`src/rtl/fp_mul_issuer.sv`:
```
// fp_mul_issuer: FIFO-buffered, one-at-a-time issuer for the fp multiplier with result hold and watchdog.
// Optional FP_SPECIAL_BYPASS_EN answers NaN/inf/zero operand pairs locally without using the core.
module fp_mul_issuer #(
  parameter int FIFO_DEPTH = 4,
  parameter int TIMEOUT    = 32
) (
  input  logic        clk,
  input  logic        rst,
  input  logic        in_valid,
  output logic        in_ready,
  input  logic [31:0] in_op1,
  input  logic [31:0] in_op2,
  output logic        mul_ready,
  output logic [31:0] mul_op1,
  output logic [31:0] mul_op2,
  input  logic [31:0] mul_res,
  input  logic        mul_done,
  output logic        out_valid,
  input  logic        out_ack,
  output logic [31:0] out_res,
  output logic        out_err
);
  localparam int AW = $clog2(FIFO_DEPTH);
  localparam int CW = AW + 1;
  localparam int TW = $clog2(TIMEOUT);
  typedef enum logic [1:0] {IDLE, ISSUE, WAIT, HOLD} state_t;
  state_t state;
  logic [31:0] mem_a [FIFO_DEPTH];
  logic [31:0] mem_b [FIFO_DEPTH];
  logic [AW-1:0] wptr, rptr;
  logic [CW-1:0] count, count_n;
  logic [TW-1:0] tcnt;
  logic push, pop, byp;
  logic [31:0] byp_res;
  assign push = in_valid && in_ready;
  assign pop = (state == IDLE) && (count != '0);
  assign count_n = count + CW'(push) - CW'(pop);
`ifdef FP_SPECIAL_BYPASS_EN
  logic [31:0] ha, hb;
  logic na, nb, ia, ib, za, zb, sg;
  assign ha = mem_a[rptr];
  assign hb = mem_b[rptr];
  assign na = (&ha[30:23]) && (|ha[22:0]);
  assign nb = (&hb[30:23]) && (|hb[22:0]);
  assign ia = (&ha[30:23]) && !(|ha[22:0]);
  assign ib = (&hb[30:23]) && !(|hb[22:0]);
  assign za = !(|ha[30:23]);
  assign zb = !(|hb[30:23]);
  assign sg = ha[31] ^ hb[31];
  assign byp = na || nb || ia || ib || za || zb;
  assign byp_res = (na || nb || (ia && zb) || (za && ib)) ? 32'h7FC00000 :
                   (ia || ib) ? {sg, 8'hFF, 23'h0} : {sg, 31'h0};
`else
  assign byp = 1'b0;
  assign byp_res = '0;
`endif
  always_ff @(posedge clk)
    if (push) begin
      mem_a[wptr] <= in_op1;
      mem_b[wptr] <= in_op2;
    end
  always_ff @(posedge clk) begin
    if (rst) begin
      state     <= IDLE;
      wptr      <= '0;
      rptr      <= '0;
      count     <= '0;
      in_ready  <= 1'b0;
      tcnt      <= '0;
      mul_ready <= 1'b0;
      mul_op1   <= '0;
      mul_op2   <= '0;
      out_valid <= 1'b0;
      out_res   <= '0;
      out_err   <= 1'b0;
    end else begin
      if (push) wptr <= wptr + 1'b1;
      if (pop) rptr <= rptr + 1'b1;
      count     <= count_n;
      in_ready  <= count_n != CW'(FIFO_DEPTH);
      mul_ready <= 1'b0;
      case (state)
        IDLE:
          if (pop && byp) begin
            out_res   <= byp_res;
            out_err   <= 1'b0;
            out_valid <= 1'b1;
            state     <= HOLD;
          end else if (pop) begin
            mul_op1   <= mem_a[rptr];
            mul_op2   <= mem_b[rptr];
            mul_ready <= 1'b1;
            state     <= ISSUE;
          end
        ISSUE: begin
          tcnt  <= '0;
          state <= WAIT;
        end
        WAIT:
          if (mul_done) begin
            out_res   <= mul_res;
            out_err   <= 1'b0;
            out_valid <= 1'b1;
            state     <= HOLD;
          end else if (tcnt == TW'(TIMEOUT - 1)) begin
            out_res   <= 32'h7FC00000;
            out_err   <= 1'b1;
            out_valid <= 1'b1;
            state     <= HOLD;
          end else tcnt <= tcnt + 1'b1;
        HOLD:
          if (out_ack) begin
            out_valid <= 1'b0;
            state     <= IDLE;
          end
        default: state <= IDLE;
      endcase
    end
  end
endmodule

```
`config.mk`:
```
export PLATFORM = sky130hd
export DESIGN_NAME = fp_mul_issuer
export DESIGN_NICKNAME = d
export VERILOG_FILES = /design/src/rtl/fp_mul_issuer.sv
export SDC_FILE = /design/constraint.sdc
export NUM_CORES = 1
export LEC_CHECK = 0
export ABC_AREA = 1
export BUFFER_PORTS_ARGS = -buffer_cell sky130_fd_sc_hd__buf_2
export CORE_MARGIN = 2
export CORE_UTILIZATION = 58
export CTS_CLUSTER_DIAMETER = 50
export DETAILED_ROUTE_END_ITERATION = 16
export PLACE_DENSITY = 0.8
export SYNTH_ARGS = -nofsm -noshare
export SYNTH_HDL_FRONTEND = slang
export SYNTH_SLANG_ARGS = --single-unit
```
`constraint.sdc`:
```
create_clock -name clk -period 5.07 [get_ports clk]
set_input_delay 0.7605 -clock clk [delete_from_list [all_inputs] [get_ports clk]]
set_output_delay 0.7605 -clock clk [all_outputs]
set_load 0.05 [all_outputs]
```
; ---- Word level (Yosys, flattened, before mapping)
; Memory sizes are Yosys's and may differ from the RTL's. A register that Yosys moved wholly into a read port is not among the register bits.
; Cells that the tools add are included.
; W data, S select, Z words.
[totals]
reg_bits = 50
out_inout_bits = 100
memories = 2
ramBits = 256
word_cells = 59
in_bits = 101
[mem_list]
columns = name, words, width, read_ports, rd_ports_with_merged_regs, wr, line
row1 = mem_a, 4, 32, 1, 1, 1, 28  ; logic [31:0] mem_a [FIFO_DEPTH];
row2 = mem_b, 4, 32, 1, 1, 1, 29  ; logic [31:0] mem_b [FIFO_DEPTH];
[classes]
eq_ne = 10
reduce_logical = 13
muxes = 18
addsub = 5
n_bitwise = 1
[op_table]
columns = op, count
row1 = $mux W32, 2
row2 = $mux W5, 2
row3 = $pmux W5 S2, 1
row4 = $reduce_and A3 Y1, 3
row5 = $mux W2, 4
row6 = $ne A2 B2 Y1 const B, 4
row7 = $pmux W2 S4, 1
row8 = $mux W1, 7
row9 = $ne A3 B3 Y1 const B, 2
row10 = $reduce_bool A2 Y1, 3
row11 = $add A5 B1 Y5 const B, 1
row12 = $eq A5 B5 Y1 const B, 1
row13 = $add A2 B1 Y2 const B, 2
row14 = $eq A2 B2 Y1 const B, 2
row15 = $reduce_and A2 Y1, 2
row16 = $add A3 B1 Y3, 1
row17 = $reduce_bool A3 Y1, 1
row18 = $sub A3 B1 Y3, 1
row19 = $eq A2 B1 Y1 const B, 1
row20 = $logic_and A1 B1 Y1, 2
row21 = $logic_not A2 Y1, 1
row22 = $pmux W1 S2, 1
row23 = $reduce_or A2 Y1, 1
row24 = $not A1 Y1, 1

; ---- Longest topological paths before layout
; Gate-level depths: netlist (run 1).
[depth]
word_depth = 4
ltp_mapped = 13
ltp_nobuf = 12

; ---- Worst setup path after synthesis (run 1)
; Ideal clock, no wire load.
[synth_path]
path_kind = in2reg
start = input port in_valid
end = memory mem_a[0][0], enable pin
arrival_time_ps = 3642
n_path_buf = 0
stages = 2
path_slack_ps = 941
setup_ps = 487
t_required_ps = 4583
path_cell_list = nand2_1 -> nor2_1
[synth_between]
elab_chain_cells = 3
[synth_lines]
columns = element, line
row1 = start: declaration, 9  ; input logic in_valid,
row2 = $logic_and A1 B1 Y1, 35  ; assign push = in_valid && in_ready;
row3 = $mux W1, 58  ; if (push) begin
row4 = $mux W1 (implied by the code), 59  ; mem_a[wptr] <= in_op1;
row5 = end: declaration, 28
; No other way between the ends.

; ---- Worst setup path in the final report (run 1)
[layout_path]
start = register state[0]
end = register in_ready
[layout_between]
elab_chain_cells = 4
[layout_lines]
columns = element, line
row1 = start: declaration, 27  ; state_t state;
row2 = start signal: assignment, 64  ; state <= IDLE;
row3 = start signal: assignment, 88  ; state <= HOLD;
row4 = start signal: assignment, 93  ; state <= ISSUE;
row5 = $logic_not A2 Y1, 36  ; assign pop = (state == IDLE) && (count != '0);
row6 = $logic_and A1 B1 Y1, 36
row7 = $sub A3 B1 Y3, 37  ; assign count_n = count + CW'(push) - CW'(pop);
row8 = net count_n[1], 31  ; logic [CW-1:0] count, count_n;
row9 = $ne A3 B3 Y1, 80  ; in_ready <= count_n != CW'(FIFO_DEPTH);
row10 = end signal: assignment, 80
row11 = end: declaration, 10  ; output logic in_ready,
; The timed path passes the listed nets, and every way through them passes these cells.
; A chain may end at the register's enable or synchronous reset.

==> load_flow_metrics.sql, run 1 <==
INSERT INTO impl_metrics (metric_group, metric, value, unit) VALUES
('cts', 'clock_tree.buffer_depth', '3', ''),
('sta', 'grt_setup_unrepaired', 'false', ''),
('synth', 'synth.avg_cell_area', '9.75', 'µm²'),
('hold_path', 'hold_path_class', 'in -> reg', ''),
('placement', 'gp_congestion', '0.788', ''),
('cts', 'cts_bufs_inserted', '39', ''),
('cts', 'h-tree-depth', '2', ''),
('sta', 'post-route-period-util', '54.2', '%'),
('setup_path', 'path_class', 'reg -> reg', ''),
('setup_path', 'worst_setup_path_start_kind', 'flop', ''),
('cells_and_area', 'utilization', '68.1', '%'),
('sta', 'finalMaxSlewViolations', '0', ''),
('status', 'result_of_the_run', 'completed', ''),
('global_route', 'grt_max_degree', '201', ''),
('die', 'floorplan.die.width', '166', 'µm'),
('global_route', 'via_count_of_the_first_global_routing_pass', '10200', ''),
('routing', 'route.detailed.drc', '0', ''),
('cts', 'clock_tree.root_cell', 'clkbuf_16', ''),
('power_and_ir_drop', 'power.total', '10700', 'µW'),
('routing', 'detail_route.wirelength', '31100', 'µm'),
('routing', 'routedWlPerCell', '14.8', 'µm'),
('power_and_ir_drop', 'total_leakage_power', '0.00746', 'µW'),
('power_and_ir_drop', 'worst_case_vdd_ir_drop', '494', 'µV'),
('cts', 'ctsResizeCount', '0', ''),
('sta', 'timing_worst_slew_pin_value', '1.20', 'ns'),
('synth', 'synthesis.area', '15100', 'µm²'),
('setup_path', 'cp-end-kind', 'flop', ''),
('routing', 'dr.pass1.iters', '5', ''),
('synth', 'syn-instance-count', '1554', ''),
('cts', 'ctsHoldBuffers', '0', ''),
('cells_and_area', 'layout_common_cells', 'nand2_1, nor2_1, edfxtp_1', ''),
('die', 'initial_utilization', '58.6', '%'),
('cts', 'cts.clk_slew.worst_paths', '0.06', 'ns'),
('die', 'design.die.area', '27400', 'µm²'),
('global_route', 'grt_overflow', '0', ''),
('cells_and_area', 'flow.area_growth_from_synthesis', '16.2', '%'),
('global_route', 'antenna_found_initial', '3', ''),
('routing', 'dr_total_vias', '10600', ''),
('synth', 'synth.yosys.seq_area_share', '65.8', '%'),
('sta', 'relSlewSlack', '19.7', '%'),
('sta', 'hold_viol_final', '0', ''),
('setup_path', 'worstRegToRegCells', '11', ''),
('setup_path', 'cp_max_fo', '67', ''),
('cts', 'cts_num_sinks', '370', ''),
('run', 'maxCapViolations', '0', ''),
('sta', 'report.final.setup_viol', '0', ''),
('global_route', 'grt_first_pass_wirelength', '50500', 'µm'),
('die', 'rows', '59', ''),
('die', 'pin_count', '201', ''),
('cts', 'post-cts-setup-buffers', '0', ''),
('cells_and_area', 'drive_gt1_share', '16.3', '%'),
('global_route', 'groute.usage.overall', '22.6', '%'),
('placement', 'placed_cells', '2027', ''),
('cells_and_area', 'finalNetCount', '1847', ''),
('sta', 'final.min_clock_period', '2.75', 'ns'),
('setup_path', 'arrival', '3.12', 'ns'),
('power_and_ir_drop', 'powerDensity', '607', 'nW/µm²'),
('placement', 'port-buffer-count', '200', ''),
('cts', 'cts_tree', 'yes', ''),
('hold_path', 'holdPathStages', '1', ''),
('cells_and_area', 'most_common_library_cell_in_the_layout_ignoring_fill_and_taps', 'nand2_1', ''),
('sta', 'finClkSkew', '0.0109', 'ns'),
('routing', 'initialDrtViolationCount', '645', ''),
('die', 'die_height', '166', 'µm'),
('cells_and_area', 'finish.instance_area', '17600', 'µm²'),
('cts', 'worst_skew_pair.late_latency', '0.52', 'ns'),
('setup_path', 'ff2ff_setup_slack', '2.32', 'ns'),
('routing', 'postRouteAntennaNets', '0', ''),
('setup_path', 'critical_path_data_required_time', '5.44', 'ns'),
('synth', 'ys_warn_count', '0', ''),
('routing', 'via_per_inst', '5.03', ''),
('sta', 'top_achievable_clock_speed', '364', 'MHz'),
('synth', 'syn_nets', '1668', ''),
('placement', 'postPlaceCellArea', '16300', 'µm²'),
('die', 'design.core.area', '25800', 'µm²'),
('synth', 'yosys.cell_types.count', '24', ''),
('cells_and_area', 'layout.cells.non_filler', '2101', ''),
('synth', 'register_bit_count_reported_by_yosys', '370', ''),
('sta', 'fin_setup_tns', '0', 'ns'),
('placement', 'place.detailed.hpwl', '18600', 'µm');
==> stage by stage <==
step,setup WS (ns),hold slack (ns)
4_1_cts,2.28,0.440
6_report,2.32,0.453
3_3_place_gp,2.19,0.453
2_1_floorplan,0.941,0.442
5_1_grt,2.14,0.440
3_5_place_dp,2.12,0.465
==> flip-flops by register name (all words and copies together), names as in the netlist, 2 cells and up <==
signal   cells
count        3
mul_op2     32
tcnt         5
mul_op1     32
mem_b      128
rptr         2
state        2
wptr         2
out_res     32
mem_a      128
==> logic make-up (layout without fill, tap and decap cells) <==
| group | Yosys count | count (layout) | share of synthesized area, % |
|---|---|---|---|
| and+or+nand+nor | 761 | 761 | 20.8 |
| AOI/OAI and AO/OA | 114 | 114 | 3.77 |
| adders and majority gates | 13 | 13 | 1.12 |
| buffers and inverters | 295 | 505 | 8.48 |
| other | 0 | 2 | 0 |
| DFF | 370 | 370 | 65.8 |
| xor gates and xnor gates | 1 | 1 | 0.0578 |
==> report_power, final <==
group,switching [µW],internal (µW),leakage [µW]
registers,285,3760,0.00326
clock network,1150,1730,0.000653
logic,2770,985,0.00355
total,4200,6480,0.00746
==> worst max-delay path, stage by stage (launching register included) <==
cell and delay, ns:
dfxtp_1 0.34, inv_1 0.09, ha_1 0.20, nand2_2 0.08, inv_2 0.04, buf_4 0.63, ha_1 0.37, inv_1 0.05
ha_1 0.15, fa_1 0.43, nor2_1 0.15, a21oi_1 0.08
==> layer usage <==
layer / GRT usage [%] / wire [µm] / up-vias
li1: - / - / 5260
met1: 29.3 / 13300 / 4910
met2: 39.1 / 15300 / 349
met3: 3.80 / 1920 / 46
met4: 7.26 / 583 / 2
met5: 0 / 13 / -
==> cell type report <==
cell class	count	area [µm²]
tap	335	419
antenna	2	5.00
inverter	220	826
fill	1908	8240
timing repair buffer	213	1110
multi-input combinational	889	3920
clock inverter	16	159
sequential	370	9970
clock buffer	56	1170
==> worst paths after layout <==
path                           from                endpoint
max           state[0]$_SDFFE_PP0P_     in_ready$_SDFF_PP0_
min                      in_op1[24]  mem_a[3][24]$_DFFE_PP_
max reg2reg   state[0]$_SDFFE_PP0P_     in_ready$_SDFF_PP0_
min reg2reg  out_valid$_SDFFE_PP0P_  out_valid$_SDFFE_PP0P_
==> Yosys cell counts <==
| library cell | instances | area (µm²) |
|---|---|---|
| nor3_1 | 1 | 5.00 |
| nor2_1 | 294 | 1100 |
| nand2_1 | 305 | 1140 |
| nand4_1 | 1 | 6.26 |
| o21ai_1 | 1 | 5.00 |
| a21oi_1 | 100 | 500 |
| inv_1 | 216 | 811 |
| xor2_1 | 1 | 8.76 |
| nand3_1 | 93 | 465 |
| inv_2 | 4 | 15.0 |
| buf_4 | 7 | 52.6 |
| o21ai_0 | 13 | 65.1 |
| nor2_2 | 1 | 6.26 |
| and2_1 | 64 | 400 |
| dfxtp_1 | 114 | 2280 |
| and3_1 | 1 | 6.26 |
| buf_1 | 3 | 11.3 |
| fa_1 | 1 | 20.0 |
| nand2_2 | 1 | 6.26 |
| ha_1 | 12 | 150 |
| edfxtp_1 | 256 | 7690 |
| buf_6 | 14 | 158 |
| clkbuf_1 | 15 | 56.3 |
| buf_2 | 36 | 180 |
Note: power is estimated with default switching activity, not from simulation.
==> run 2, diff against run 1 <==
--- a/config.mk
+++ b/config.mk
@@ -8,10 +8,10 @@
 export ABC_AREA = 1
 export BUFFER_PORTS_ARGS = -buffer_cell sky130_fd_sc_hd__buf_2
 export CORE_MARGIN = 2
-export CORE_UTILIZATION = 58
+export CORE_UTILIZATION = 52
 export CTS_CLUSTER_DIAMETER = 50
 export DETAILED_ROUTE_END_ITERATION = 16
-export PLACE_DENSITY = 0.8
+export PLACE_DENSITY = 0.76
 export SYNTH_ARGS = -nofsm -noshare
 export SYNTH_HDL_FRONTEND = slang
 export SYNTH_SLANG_ARGS = --single-unit
==> constraint.sdc (replaced) <==
create_clock -name clk -period 2.3 [get_ports clk]
set_input_delay 0.345 -clock clk [delete_from_list [all_inputs] [get_ports clk]]
set_output_delay 0.345 -clock clk [all_outputs]
set_load 0.05 [all_outputs]
==> run 2 against run 1 <==
Critical path depth is 1 lower. Worst setup slack worse by 2.1 ns. Fmax is 33% higher. Clock skew grew 0.0091 ns. First-iteration DRC count grew 11%. Sequential cell count did not move. Sequential power rose by 120%. Via count decreased by 0.79%. Count of clock-buffer cells in the layout increased by 2. Combinational power increased by 130%. Register-to-register slack lost 2.1 ns. Critical path type unchanged. Critical endpoint unchanged. Highest routed layer unchanged.
==> load_flow_metrics.sql, run 2 (synthesis results as in run 1) <==
INSERT INTO impl_metrics (metric_group, metric, value, unit) VALUES
('status', 'result_of_the_run', 'completed', ''),
('cts', 'clock_tree.root_cell', 'clkbuf_16', ''),
('die', 'design.die.area', '30500', 'µm²'),
('cells_and_area', 'final.fill_count', '2309', ''),
('setup_path', 'cp_max_fo', '4', ''),
('placement', 'port-buffer-count', '200', ''),
('sta', 'final.min_clock_period', '2.07', 'ns'),
('sta', 'post-route-period-util', '90.1', '%'),
('cts', 'post-cts-setup-buffers', '0', ''),
('cells_and_area', 'register_area', '9980', 'µm²'),
('run', 'maxCapViolations', '0', ''),
('global_route', 'grt_max_degree', '114', ''),
('routing', 'detail_route.wirelength', '31300', 'µm'),
('hold_path', 'min-delay-start', 'in_op1[21]', ''),
('global_route', 'grt_overflow', '0', ''),
('cells_and_area', 'top_regs', 'mem_a (128), mem_b (128)', ''),
('die', 'rows', '62', ''),
('hold_path', 'hold_path_class', 'in -> reg', ''),
('sta', 'report.final.setup_viol', '0', ''),
('die', 'design.core.area', '28700', 'µm²'),
('setup_path', 'crit_top_cell', 'ha_1', ''),
('sta', 'fin_setup_tns', '0', 'ns'),
('cells_and_area', 'layout_common_cells', 'nand2_1, nor2_1, edfxtp_1', ''),
('cts', 'cts_num_sinks', '370', ''),
('cells_and_area', 'flow.area_growth_from_synthesis', '18.0', '%'),
('global_route', 'grt_first_pass_wirelength', '49500', 'µm'),
('power_and_ir_drop', 'total_leakage_power', '0.00754', 'µW'),
('placement', 'place.detailed.hpwl', '18400', 'µm'),
('cts', 'cts.clk_slew.worst_paths', '0.06', 'ns'),
('setup_path', 'worst_setup_path_start_kind', 'flop', ''),
('routing', 'dr.pass1.iters', '5', ''),
('power_and_ir_drop', 'powerDensity', '1330', 'nW/µm²'),
('placement', 'placed_cells', '2087', ''),
('setup_path', 'critical_path.cell_chain', 'inv_1, ha_1, nand2_4, inv_2, ha_1, inv_1, ha_1, fa_1, nor2_1, a21oi_1', ''),
('cts', 'h-tree-depth', '2', ''),
('cells_and_area', 'finalNetCount', '1860', ''),
('placement', 'gp_congestion', '0.778', ''),
('routing', 'via_per_inst', '4.84', ''),
('setup_path', 'arrival', '2.46', 'ns'),
('global_route', 'antenna_found_initial', '11', ''),
('setup_path', 'cp_top_family', 'adder cells', ''),
('cts', 'ctsResizeCount', '0', ''),
('routing', 'dr_total_vias', '10500', ''),
('setup_path', 'path_class', 'reg -> reg', ''),
('cells_and_area', 'area_occupied_by_multi_input_gates', '3930', 'µm²'),
('setup_path', 'crit_path_top_delay_cell', 'fa_1', ''),
('sta', 'grt_setup_unrepaired', 'false', ''),
('cells_and_area', 'layout.cells.non_filler', '2168', ''),
('global_route', 'groute.usage.overall', '20.4', '%'),
('setup_path', 'timing.critical_path.from', 'state[0]$_SDFFE_PP0P_', ''),
('sta', 'finClkSkew', '0.0200', 'ns'),
('global_route', 'via_count_of_the_first_global_routing_pass', '9843', ''),
('cells_and_area', 'most_common_library_cell_in_the_layout_ignoring_fill_and_taps', 'nand2_1', ''),
('routing', 'initialDrtViolationCount', '714', ''),
('sta', 'top_achievable_clock_speed', '482', 'MHz'),
('cts', 'clock_tree.buffer_depth', '3', ''),
('sta', 'hold_viol_final', '0', ''),
('cells_and_area', 'utilization', '62.3', '%'),
('die', 'floorplan.die.width', '175', 'µm'),
('power_and_ir_drop', 'worst_case_vdd_ir_drop', '1020', 'µV'),
('sta', 'finalMaxSlewViolations', '0', ''),
('routing', 'routedWlPerCell', '14.4', 'µm'),
('cts', 'cts_tree', 'yes', ''),
('cts', 'ctsHoldBuffers', '0', ''),
('cells_and_area', 'drive_gt1_share', '16.6', '%'),
('die', 'die_height', '175', 'µm'),
('setup_path', 'critical_path_data_required_time', '2.68', 'ns'),
('sta', 'timing_worst_slew_pin_value', '0.951', 'ns'),
('routing', 'route.detailed.drc', '0', ''),
('cts', 'worst_skew_pair.late_latency', '0.52', 'ns'),
('cts', 'cts_bufs_inserted', '41', ''),
('die', 'initial_utilization', '52.8', '%'),
('setup_path', 'critical_path.max_stage_delay', '0.45', 'ns'),
('routing', 'postRouteAntennaNets', '0', ''),
('die', 'pin_count', '201', ''),
('setup_path', 'cp-end-kind', 'flop', ''),
('setup_path', 'timing.rr.start', 'state[0]$_SDFFE_PP0P_', ''),
('sta', 'relSlewSlack', '36.6', '%'),
('setup_path', 'critical_path.n_buffers_inverters', '3', '');
==> run 2: cell count changes in the layout (fill, tap and decap cells not counted), moves of 2 or more <==
cell	previous run	this run
clkbuf_8	5	2
clkinv_1	2	6
clkinv_2	5	2
buf_12	1	10
buf_4	13	15
diode_2	2	5
clkbuf_1	8	13
inv_6	1	5
==> run 2: report_power, final <==
group	switching (µW)	total, µW	internal (µW)
combinational	6200	8540	2340
clock	2500	6360	3860
sequential	548	8840	8290
==> run 2: final timing paths <==
| kind | cells past startpoint | endpoint | slack [ns] |
|---|---|---|---|
| max reg2reg | 10 | in_ready$_SDFF_PP0_ | 0.23 |
| max | 10 | in_ready$_SDFF_PP0_ | 0.23 |
| min | 1 | mem_a[3][21]$_DFFE_PP_ | 0.03 |
| min reg2reg | 2 | out_valid$_SDFFE_PP0P_ | 0.48 |
==> run 2: layout make-up <==
type	count	area share, %
clock inverter	18	1.02
timing repair buffer	224	7.32
tap	384	2.69
inverter	220	4.62
clock buffer	58	6.45
antenna	5	0.0700
sequential	370	55.8
multi-input combinational	889	22.0
==> run 2: worst register-to-register path, delay by kind of cell (launching register included) <==
kind,cells,cell delay [ns]
compound gates,1,0.07
flops,1,0.37
buf+inv,3,0.16
fa+ha+maj,4,1.13
simple gates,2,0.21
==> run 2: per-layer routing <==
layer | vias to the layer above | global-route usage [%] | routed length [µm]
met5 | - | 0 | 81
met4 | 12 | 7.05 | 746
met3 | 66 | 4.31 | 2080
met2 | 293 | 35.9 | 15200
met1 | 4811 | 25.1 | 13100
li1 | 5302 | - | -
==> run 2: stage by stage <==
step | hold WS (ns) | setup slack (ns) | area, µm² | total power [µW]
floorplan | 0.442 | 0.145 | 15200 | 15600
global placement | 0.450 | 0.277 | 16500 | 17400
detailed placement | 0.458 | 0.236 | 16500 | 17600
CTS | 0.0132 | 0.228 | 17900 | 23900
global route | 0.0114 | 0.123 | 17900 | 25100
finish | 0.0347 | 0.227 | 17900 | 23700
